`src/rtl/spi_reg_pkg.sv`:
```
// Shared types and helpers for the SPI register bank.
// A frame is one command byte (W flag + 7-bit address) then WIDTH data bits.
package spi_reg_pkg;

  typedef enum logic [1:0] {
    S_IDLE,
    S_ADDR,
    S_DATA,
    S_HOLD
  } state_t;

  localparam int ADDR_BITS = 8;
  localparam int W_BIT     = 7;

  function automatic logic addr_in_range(
    input logic [6:0] addr,
    input int         base,
    input int         num
  );
    return (int'(addr) >= base) && (int'(addr) < base + num);
  endfunction

endpackage

```
`src/rtl/spi_reg_bank_sync.sv`:
```
// 2-FF synchroniser with single-cycle rise/fall pulses.
// Resets low, so a line held low through reset never yields a false edge.
module spi_edge_sync (
  input  logic clk,
  input  logic rst,
  input  logic i_sig,
  output logic o_rise,
  output logic o_fall
);

  logic r_meta;
  logic r_sync;
  logic r_prev;

  always_ff @(posedge clk or posedge rst) begin
    if (rst) begin
      r_meta <= 1'b0;
      r_sync <= 1'b0;
      r_prev <= 1'b0;
    end else begin
      r_meta <= i_sig;
      r_sync <= r_meta;
      r_prev <= r_sync;
    end
  end

  assign o_rise = r_sync & ~r_prev;
  assign o_fall = ~r_sync & r_prev;

endmodule

```
`src/rtl/spi_reg_bank.sv`:
```
// SPI mode-0 slave serving NUM_WR write registers and NUM_RD read ports.
// Malformed frames are dropped and counted; writes commit on cs_n release.
module spi_reg_bank
  import spi_reg_pkg::*;
#(
  parameter int WIDTH   = 32,
  parameter int NUM_WR  = 8,
  parameter int NUM_RD  = 8,
  parameter int WR_BASE = 10,
  parameter int RD_BASE = 19
) (
  input  logic                    clk,
  input  logic                    rst,
  input  logic                    sclk,
  input  logic                    cs_n,
  input  logic                    mosi,
  output logic                    miso,
  input  logic [NUM_RD*WIDTH-1:0] rd_data,
  output logic [NUM_WR*WIDTH-1:0] wr_data,
  output logic [NUM_WR-1:0]       wr_stb,
  output logic [15:0]             frame_err
);

  localparam int CW = $clog2(WIDTH + 9);
  localparam logic [CW-1:0] ADDR_LAST = CW'(ADDR_BITS - 1);
  localparam logic [CW-1:0] DATA_LAST = CW'(ADDR_BITS + WIDTH - 1);

  logic w_sclk_rise;
  logic w_sclk_fall;
  logic w_cs_rise;
  logic w_cs_fall;

  logic r_mosi_meta;
  logic r_mosi;

  state_t                  r_state;
  logic [CW-1:0]           r_cnt;
  logic [WIDTH-1:0]        r_shift;
  logic [WIDTH-1:0]        r_tx;
  logic [ADDR_BITS-1:0]    r_cmd;
  logic                    r_over;
  logic                    r_miso;
  logic [NUM_WR*WIDTH-1:0] r_wr_data;
  logic [NUM_WR-1:0]       r_stb;
  logic [15:0]             r_err;

  logic [ADDR_BITS-1:0]    w_byte;
  logic [WIDTH-1:0]        w_tx_load;
  logic [15:0]             w_err_next;
  logic                    w_commit;

  spi_edge_sync u_sclk_sync (
    .clk    (clk),
    .rst    (rst),
    .i_sig  (sclk),
    .o_rise (w_sclk_rise),
    .o_fall (w_sclk_fall)
  );

  spi_edge_sync u_cs_sync (
    .clk    (clk),
    .rst    (rst),
    .i_sig  (cs_n),
    .o_rise (w_cs_rise),
    .o_fall (w_cs_fall)
  );

  always_ff @(posedge clk or posedge rst) begin
    if (rst) begin
      r_mosi_meta <= 1'b0;
      r_mosi      <= 1'b0;
    end else begin
      r_mosi_meta <= mosi;
      r_mosi      <= r_mosi_meta;
    end
  end

  // Command byte as it stands once the 8th bit arrives.
  always_comb begin
    w_byte    = {r_shift[ADDR_BITS-2:0], r_mosi};
    w_tx_load = '1;
    for (int i = 0; i < NUM_WR; i++) begin
      if (int'(w_byte[W_BIT-1:0]) == WR_BASE + i)
        w_tx_load = r_wr_data[i*WIDTH +: WIDTH];
    end
    for (int j = 0; j < NUM_RD; j++) begin
      if (int'(w_byte[W_BIT-1:0]) == RD_BASE + j)
        w_tx_load = rd_data[j*WIDTH +: WIDTH];
    end
  end

  assign w_err_next = (r_err == 16'hFFFF) ? r_err : r_err + 16'd1;
  assign w_commit   = r_cmd[W_BIT] &&
                      addr_in_range(r_cmd[W_BIT-1:0], WR_BASE, NUM_WR);

  always_ff @(posedge clk or posedge rst) begin
    if (rst) begin
      r_state   <= S_IDLE;
      r_cnt     <= '0;
      r_shift   <= '0;
      r_tx      <= '0;
      r_cmd     <= '0;
      r_over    <= 1'b0;
      r_miso    <= 1'b1;
      r_wr_data <= '0;
      r_stb     <= '0;
      r_err     <= '0;
    end else begin
      r_stb <= '0;
      unique case (r_state)
        S_IDLE: begin
          if (w_cs_fall) begin
            r_state <= S_ADDR;
            r_cnt   <= '0;
            r_shift <= '0;
            r_over  <= 1'b0;
            r_miso  <= 1'b1;
          end
        end
        S_ADDR: begin
          if (w_cs_rise) begin
            r_state <= S_IDLE;
            r_err   <= w_err_next;
          end else if (w_sclk_rise) begin
            r_shift <= {r_shift[WIDTH-2:0], r_mosi};
            r_cnt   <= r_cnt + CW'(1);
            if (r_cnt == ADDR_LAST) begin
              r_cmd   <= w_byte;
              r_tx    <= w_tx_load;
              r_state <= S_DATA;
            end
          end
        end
        S_DATA: begin
          if (w_cs_rise) begin
            r_state <= S_IDLE;
            r_err   <= w_err_next;
            r_miso  <= 1'b1;
          end else if (w_sclk_rise) begin
            r_shift <= {r_shift[WIDTH-2:0], r_mosi};
            r_cnt   <= r_cnt + CW'(1);
            if (r_cnt == DATA_LAST) begin
              r_state <= S_HOLD;
              r_miso  <= 1'b1;
            end
          end else if (w_sclk_fall) begin
            r_miso <= r_tx[WIDTH-1];
            r_tx   <= {r_tx[WIDTH-2:0], 1'b0};
          end
        end
        S_HOLD: begin
          if (w_cs_rise) begin
            r_state <= S_IDLE;
            if (r_over) begin
              r_err <= w_err_next;
            end else if (w_commit) begin
              for (int i = 0; i < NUM_WR; i++) begin
                if (int'(r_cmd[W_BIT-1:0]) == WR_BASE + i) begin
                  r_wr_data[i*WIDTH +: WIDTH] <= r_shift;
                  r_stb[i]                    <= 1'b1;
                end
              end
            end
          end else if (w_sclk_rise) begin
            r_over <= 1'b1;
          end
        end
        default: r_state <= S_IDLE;
      endcase
    end
  end

  assign miso      = r_miso;
  assign wr_data   = r_wr_data;
  assign wr_stb    = r_stb;
  assign frame_err = r_err;

endmodule

```
`config.mk`:
```
export PLATFORM = sky130hd
export DESIGN_NAME = spi_reg_bank
export DESIGN_NICKNAME = d
export VERILOG_FILES = /design/src/rtl/spi_reg_pkg.sv /design/src/rtl/spi_reg_bank_sync.sv /design/src/rtl/spi_reg_bank.sv
export SDC_FILE = /design/constraint.sdc
export NUM_CORES = 1
export LEC_CHECK = 0
export CORE_AREA = 5 5 210 212
export DETAILED_ROUTE_END_ITERATION = 8
export DIE_AREA = 0 0 215 217
export DONT_BUFFER_PORTS = 1
export PLACE_DENSITY = 0.67
export SLEW_MARGIN = 20
export SYNTH_ARGS = -nofsm -noshare
export SYNTH_HDL_FRONTEND = slang
export SYNTH_HIERARCHICAL = 1
export SYNTH_SLANG_ARGS = --single-unit
```
`constraint.sdc`:
```
create_clock -name clk -period 20.8 [get_ports clk]
set_input_delay 2.08 -clock clk [delete_from_list [all_inputs] [get_ports clk]]
set_output_delay 2.08 -clock clk [all_outputs]
set_load 0.02 [all_outputs]
```
==> results of run 1 <==
==> logic make-up after synthesis <==
| logic type | Yosys count | synth area share [%] |
|---|---|---|
| flip-flops | 370 | 47.6 |
| multiplexers | 290 | 17.2 |
| AND/OR/NAND/NOR | 612 | 14.8 |
| buffers and inverters | 182 | 4.05 |
| adder cells (fa/ha/maj) | 6 | 0.386 |
| XOR/XNOR | 19 | 0.855 |
| AO/OA/AOI/OAI | 465 | 15.1 |
==> Yosys cell counts (32+ instances only) <==
cell type | n | share of area (%)
nand3_1 | 68 | 1.7
dfrtp_1 | 369 | 47
nor3_1 | 32 | 0.82
mux2i_1 | 41 | 2.1
buf_2 | 58 | 1.5
nor2_1 | 103 | 2.0
nand2_1 | 296 | 5.7
clkbuf_1 | 90 | 1.7
o21ai_0 | 104 | 2.7
a21oi_1 | 134 | 3.4
o22ai_1 | 63 | 2.0
mux2_2 | 237 | 14
==> critical path, stage by stage, from the launching register on <==
cell      delay [ns]
dfrtp_4         0.89
buf_4           0.77
nor4b_2         0.17
nand3_1         0.86
o22ai_1         0.21
nor4_1          0.94
o21ai_0         0.23
o211ai_1        0.15
==> worst min path at each step <==
stage	from	end	slack, ns	cells after the start
floorplan	r_mosi_meta$_DFF_PP0_	r_mosi$_DFF_PP0_	0.33	0
global placement	u_sclk_sync/r_meta$_DFF_PP0_	u_sclk_sync/r_sync$_DFF_PP0_	0.34	0
detailed placement	u_sclk_sync/r_meta$_DFF_PP0_	u_sclk_sync/r_sync$_DFF_PP0_	0.34	0
CTS	u_sclk_sync/r_meta$_DFF_PP0_	u_sclk_sync/r_sync$_DFF_PP0_	0.36	0
global route	u_cs_sync/r_meta$_DFF_PP0_	u_cs_sync/r_sync$_DFF_PP0_	0.37	0
finish	u_cs_sync/r_meta$_DFF_PP0_	u_cs_sync/r_sync$_DFF_PP0_	0.36	0
==> sequential cells by signal, summed over array words and instances (netlist names) <==
| name | flops |
|---|---|
| frame_err | 16 |
| u_cs_sync/r_meta | 1 |
| r_over | 1 |
| u_cs_sync/r_prev | 1 |
| wr_data | 256 |
| r_cnt | 6 |
| r_shift | 32 |
| miso | 1 |
| r_mosi_meta | 1 |
| u_sclk_sync/r_prev | 1 |
| u_sclk_sync/r_meta | 1 |
| u_sclk_sync/r_sync | 1 |
| u_cs_sync/r_sync | 1 |
| r_tx | 32 |
| r_state | 2 |
| wr_stb | 8 |
| r_cmd | 8 |
| r_mosi | 1 |
==> per-layer routing <==
metal	part of all wire [%]	GRT usage, %	vias to the layer above
met4	5.1	15.2	18
met3	14	16.7	287
li1	-	-	6909
met5	0.12	0	-
met2	44	59.1	1413
met1	36	48.1	8848
==> final cells by class <==
type | instances | share of cell area, %
timing repair buffer | 39 | 1.47
clock buffer | 65 | 6.06
multi-input combinational | 1392 | 44.6
inverter | 16 | 0.318
antenna | 22 | 0.259
tap | 539 | 3.17
sequential | 370 | 43.6
clock inverter | 8 | 0.529
==> through the flow <==
step	instance area [um^2]	hold slack, ns	power [W]
final	21300	0.357	0.00208
after global routing	21300	0.368	0.00214
after CTS	21200	0.361	0.00206
after detailed placement	19800	0.339	0.00131
after global placement	19800	0.344	0.00130
after floorplan	19500	0.331	0.00112
==> power breakdown <==
group          switching (W)  internal, W  total [W]
clock               0.000312     0.000450   0.000762
combinational       0.000347     0.000144   0.000490
sequential         0.0000707     0.000758   0.000829
==> metrics.csv, run 1 <==
stage,metric,value,unit
flow_run,max cap viols,0,
sta,highest clock rate,230,MHz
detailed_routing,first-pass iteration count of the detailed router,6,
yosys,register area share after synthesis,47.6,%
detailed_routing,vias per cell,7.13,
global_route,global-route wire length before repair,131000,um
worst_setup_path,Reg2Reg Depth,7,
sta,setup tns final,0,ns
worst_setup_path,crit path to,r_tx[15]$_DFFE_PP0P_,
yosys,share of flip-flops with an asynchronous set or reset,100,%
finish,register area,9270,um^2
detailed_routing,Vias,17500,
global_route,gr usage total,38.4,%
cts,# resized after CTS,0,
yosys,Seq cells post-synth,370,
place,pre-CTS WS,16.31,ns
cts,hold_buf cts,0,
finish,"commonest non-fill, non-tap cell in the layout",dfrtp_1,
sta,min cycle time layout,4.34,ns
global_route,grt total ovfl,0,
yosys,Yosys warning count,6,
place,placer congestion estimate,0.964,
global_route,largest net degree at the start of global routing,80,
die,core area,41800,um^2
worst_setup_path,FF-to-FF setup slack,16.46,ns
sta,slew of the pin with the lowest slew margin,1.28,ns
finish,area of the multi-input gates,9490,um^2
worst_setup_path,Reg-to-Reg End,r_tx[15]$_DFFE_PP0P_,
worst_setup_path,critical path data arrival time,4.85,ns
yosys,Unique masters post-synth,82,
cts,clk slew on worst S/H paths,0.06,ns
cts,CTS tree,built,
yosys,Post-synth EDFFs,0,
die,I/O pins,542,
finish,Layout area overhead,9.33,%
cts,root buffer cell,clkbuf_16,
sta,Final Setup Violations,0,
cts,Clock Latency Late Sink,0.59,ns
outcome,outcome,finished clean,
worst_setup_path,Crit. End Element,register,
detailed_routing,Initial DRC Count,2560,
min_path,Hold Path Class,register to register,
finish,Layout Cells excl Fill,2451,
yosys,Main synth FF type,dfrtp_1,
cts,Num CTS Buffers,42,
sta,final clock skew,0.0207,ns
die,die area,46700,um^2
detailed_routing,post-route ant nets,0,
sta,final period utilization,20.9,%
sta,RSZ-0062 raised after global routing,false,
detailed_routing,Residual DRC,0,
worst_setup_path,Reg2Reg Launch Point,r_shift[0]$_DFFE_PP0P_,
place,hpwl dp,68400,um
pwr,Leak,9.70,nW
cts,maximum buffer depth of the clock tree,3,
yosys,Post-Syn Area per Cell,10.0,um^2
die,Starting Density,46.6,%
place,placed cell count,2355,
finish,"Core Util, Final",50.9,%
die,Site Rows,75,
sta,Final WS setup,16.46,ns
worst_setup_path,Worst Setup SP,r_shift[0]$_DFFE_PP0P_,
yosys,post-synthesis cell area,19500,um^2
pwr,PwrDens,97.9,nW/um^2
sta,Slew headroom,13.9,%
yosys,Synth Net Count,2211,
cts,Setup Buffers After CTS,0,
place,input/output buffers,0,
finish,"commonest non-fill, non-tap cells in the layout","dfrtp_1 (366), nand2_1 (296), mux2_2 (237), a21oi_1 (134), o21ai_0 (104)",
die,Die Height,217,um
sta,Max Slew Vio Count,0,
finish,share of post-route cells with drive strength above 1,20.6,%
worst_setup_path,Critical Path RT,21.30,ns
worst_setup_path,CP max FO,71,
worst_setup_path,Setup crit start kind,register,
global_route,initial antenna violation count,30,
finish,nets,2128,
detailed_routing,DR WL/cell,38.1,um
global_route,number of global-route vias before repair,16400,
finish,fillers,3792,
detailed_routing,final WL,93300,um
pwr,Peak VDD IR,0.0000708,V
die,die width,215,um
worst_setup_path,Crit Path Class,register to register,
cts,Clock Sinks,370,
sta,"Hold Vio Cnt, Final",0,
cts,H-tree Lvls,2,
yosys,post-synthesis cell count,1944,
Note: power is estimated with default switching activity, not from simulation.
==> run 2: changes to the inputs <==
- ABC_AREA: unset -> 1
- CORE_AREA: 5 5 210 212 -> 5 5 207 209
- DIE_AREA: 0 0 215 217 -> 0 0 212 214
- PLACE_DENSITY: 0.67 -> 0.7
- clock period: 20.8 -> 3.8 ns (I/O delays scaled with it)
==> metrics.csv, run 2 <==
stage,metric,value,unit,change
outcome,outcome,finished clean,,unchanged
sta,final clock skew,0.0190,ns,was 0.0207 ns
detailed_routing,post-route ant nets,0,,unchanged
detailed_routing,Residual DRC,0,,unchanged
cts,clk slew on worst S/H paths,0.06,ns,about the same
finish,area of the multi-input gates,8270,um^2,was 9490 um^2
yosys,register area share after synthesis,48.8,%,was 47.6%
die,Starting Density,46.6,%,about the same
global_route,grt total ovfl,0,,unchanged
yosys,Seq cells post-synth,370,,unchanged
sta,Final WS setup,0.197,ns,was 16.46 ns
cts,CTS tree,built,,unchanged
die,Die Height,214,um,was 217 um
place,placer congestion estimate,0.981,,was 0.964
yosys,top area cells in the synthesized netlist,"dfrtp_1 (49%), nand2_1 (13%), o21ai_0 (8.2%), nor2_1 (5.0%), or2_2 (4.8%)",,"was dfrtp_1 (47%), mux2_2 (14%), nand2_1 (5.7%), a21oi_1 (3.4%), o21ai_0 (2.7%)"
yosys,Synth area leader,dfrtp_1,,unchanged
cts,Clock Latency Late Sink,0.57,ns,was 0.59 ns
yosys,share of flip-flops with an asynchronous set or reset,100,%,unchanged
cts,Setup Buffers After CTS,0,,unchanged
pwr,PwrDens,525,nW/um^2,was 97.9 nW/um^2
global_route,gr usage total,32.7,%,was 38.4%
yosys,most frequent cell after synthesis,nand2_1,,was dfrtp_1
pwr,Leak,9.57,nW,was 9.70 nW
cts,Clock Sinks,370,,unchanged
place,pre-CTS WS,0.364,ns,was 16.31 ns
sta,setup tns final,0,ns,unchanged
detailed_routing,DR WL/cell,25.7,um,was 38.1 um
global_route,initial antenna violation count,4,,was 30
cts,root buffer cell,clkbuf_16,,unchanged
cts,maximum buffer depth of the clock tree,3,,unchanged
detailed_routing,Initial DRC Count,1703,,"was 2,560"
global_route,largest net degree at the start of global routing,118,,was 80
yosys,post-synthesis cell count,2478,,"was 1,944"
sta,Slew headroom,26.2,%,was 13.9%
finish,register area,9260,um^2,was 9270 um^2
global_route,global-route wire length before repair,113000,um,"was 131,000 um"
cts,H-tree Lvls,2,,unchanged
finish,nets,2704,,"was 2,128"
detailed_routing,vias per cell,5.85,,was 7.13
worst_setup_path,Crit Path Class,register to register,,unchanged
die,I/O pins,542,,unchanged
pwr,Peak VDD IR,0.000357,V,was 0.0000708 V
sta,min cycle time layout,3.60,ns,was 4.34 ns
sta,Hold Slack,0.0472,ns,was 0.357 ns
flow_run,max cap viols,0,,unchanged
detailed_routing,first-pass iteration count of the detailed router,5,,was 6
worst_setup_path,Critical Path RT,4.26,ns,was 21.30 ns
yosys,Synth top cells by count,"nand2_1 (658), dfrtp_1 (369), o21ai_0 (311)",,"was dfrtp_1 (369), nand2_1 (296), mux2_2 (237)"
finish,share of post-route cells with drive strength above 1,11.9,%,was 20.6%
die,die area,45400,um^2,"was 46,700 um^2"
yosys,Synth top area share,48.7,%,was 47.5%
finish,Layout area overhead,10.0,%,was 9.33%
yosys,Post-synth EDFFs,0,,unchanged
cts,Num CTS Buffers,41,,was 42
pwr,Final Power,0.0110,W,was 0.00208 W
finish,"commonest non-fill, non-tap cell in the layout",nand2_1,,was dfrtp_1
die,Site Rows,74,,was 75
yosys,Synth Net Count,2745,,"was 2,211"
sta,"Hold Vio Cnt, Final",0,,unchanged
detailed_routing,Vias,17600,,"was 17,500"
sta,final period utilization,94.8,%,was 20.9%
sta,slew of the pin with the lowest slew margin,1.11,ns,was 1.28 ns
sta,Final Setup Violations,0,,unchanged
global_route,number of global-route vias before repair,17100,,"was 16,400"
worst_setup_path,critical path data arrival time,4.06,ns,was 4.85 ns
die,die width,212,um,was 215 um
finish,fillers,3897,,"was 3,792"
die,core area,40600,um^2,"was 41,800 um^2"
sta,highest clock rate,278,MHz,was 230 MHz
worst_setup_path,Crit. End Element,register,,unchanged
sta,Max Slew Vio Count,0,,unchanged
place,input/output buffers,0,,unchanged
finish,"commonest non-fill, non-tap cells in the layout","nand2_1 (656), dfrtp_1 (369), o21ai_0 (311), nor2_1 (250), inv_1 (231)",,"was dfrtp_1 (366), nand2_1 (296), mux2_2 (237), a21oi_1 (134), o21ai_0 (104)"
worst_setup_path,CP max FO,32,,was 71
worst_setup_path,Setup crit start kind,register,,unchanged
sta,RSZ-0062 raised after global routing,false,,unchanged
yosys,Post-Syn Area per Cell,7.65,um^2,was 10.0 um^2
yosys,Yosys warning count,6,,unchanged
yosys,Main synth FF type,dfrtp_1,,unchanged
finish,max FFs per register,256,,unchanged
min_path,Hold Path Class,input pin to register,,was register to register
yosys,Unique masters post-synth,43,,was 82
yosys,post-synthesis cell area,19000,um^2,"was 19,500 um^2"
place,hpwl dp,58100,um,"was 68,400 um"
detailed_routing,final WL,77200,um,"was 93,300 um"
## run 2: cell count changes in the layout (fill, tap and decap cells not counted), moves of 41 or more
cell | before | now
nand2_1 | 296 | 656
mux2_2 | 237 | 0
inv_1 | 12 | 231
o21ai_0 | 104 | 311
nor2_1 | 96 | 250
or2_2 | 1 | 146
a21oi_1 | 134 | 24
nand4_1 | 9 | 69
mux2i_1 | 41 | 0
## run 2: layout make-up
type                            instances  share of cell area, %
Clock inverter                         14                  0.624
Timing Repair Buffer                   41                   1.80
Sequential cell                       370                   44.4
Tap cell                              532                   3.19
Inverter                              249                   4.50
Multi-Input combinational cell       1734                   39.6
Antenna cell                            4                 0.0480
Clock buffer                           60                   5.85
## run 2: power breakdown
group          switching (W)  total, W  internal [W]
clock                0.00167   0.00403       0.00236
combinational        0.00176   0.00250      0.000731
sequential          0.000230   0.00442       0.00419
## run 2: cell families (layout without fill, tap and decap cells)
| kind of cell | count (synthesis) | after routing | synth area share [%] |
|---|---|---|---|
| buffers and inverters | 374 | 364 | 7.77 |
| other | 0 | 4 | 0 |
| AOI/OAI and AO/OA | 398 | 398 | 11.0 |
| adders and majority gates | 6 | 6 | 0.396 |
| xor gates and xnor gates | 16 | 16 | 0.739 |
| and+or+nand+nor | 1314 | 1314 | 31.3 |
| DFF | 370 | 370 | 48.8 |
## run 2: worst max-delay path: stages, from the launching register on
cell and delay, ns:
dfrtp_1 0.44, inv_1 0.40, nand2_1 0.30, nor2_1 0.32, clkinv_1 0.86, or2_2 0.63
nand4_1 0.17, nor2_1 0.07, nand4_1 0.07, nand2_1 0.09, nand2_1 0.08, nand2_1 0.05
## run 2: worst paths after layout
path	from	endpoint	slack [ns]	cells after the start
min in group asynchronous	rst	u_sclk_sync/r_meta$_DFF_PP0_	0.23	2
worst min-delay path	rd_data[193]	r_tx[1]$_DFFE_PP0P_	0.05	4
max in group asynchronous	rst	r_tx[30]$_DFFE_PP0P_	2.20	3
worst max-delay path	r_shift[2]$_DFFE_PP0P_	r_tx[21]$_DFFE_PP0P_	0.20	11
worst max register to register	r_shift[2]$_DFFE_PP0P_	r_tx[21]$_DFFE_PP0P_	0.20	11
worst min register to register	u_cs_sync/r_meta$_DFF_PP0_	u_cs_sync/r_sync$_DFF_PP0_	0.35	0
## run 2: routing by layer
layer | part of all wire [%] | up-vias | GRT usage, %
met5 | 0 | - | 0
met4 | 4.6 | 0 | 13.6
met3 | 10 | 178 | 9.98
met2 | 48 | 953 | 53.6
met1 | 37 | 8577 | 40.2
li1 | - | 7853 | -
## run 2: stage by stage
step	util, %	cell area [um^2]	instances
3_3_place_gp	47.8	19400	2921
5_1_grt	51.3	20900	3003
3_5_place_dp	47.9	19500	2922
2_1_floorplan	-	19000	2478
6_report	51.3	20900	3004
4_1_cts	51.3	20800	3000
## run 2: what timing repair did
action,CTS,global route
endpoints found under the setup margin,0,4
hold buffers,4,0
endpoints found under the hold margin,35,0
resized for setup,0,1
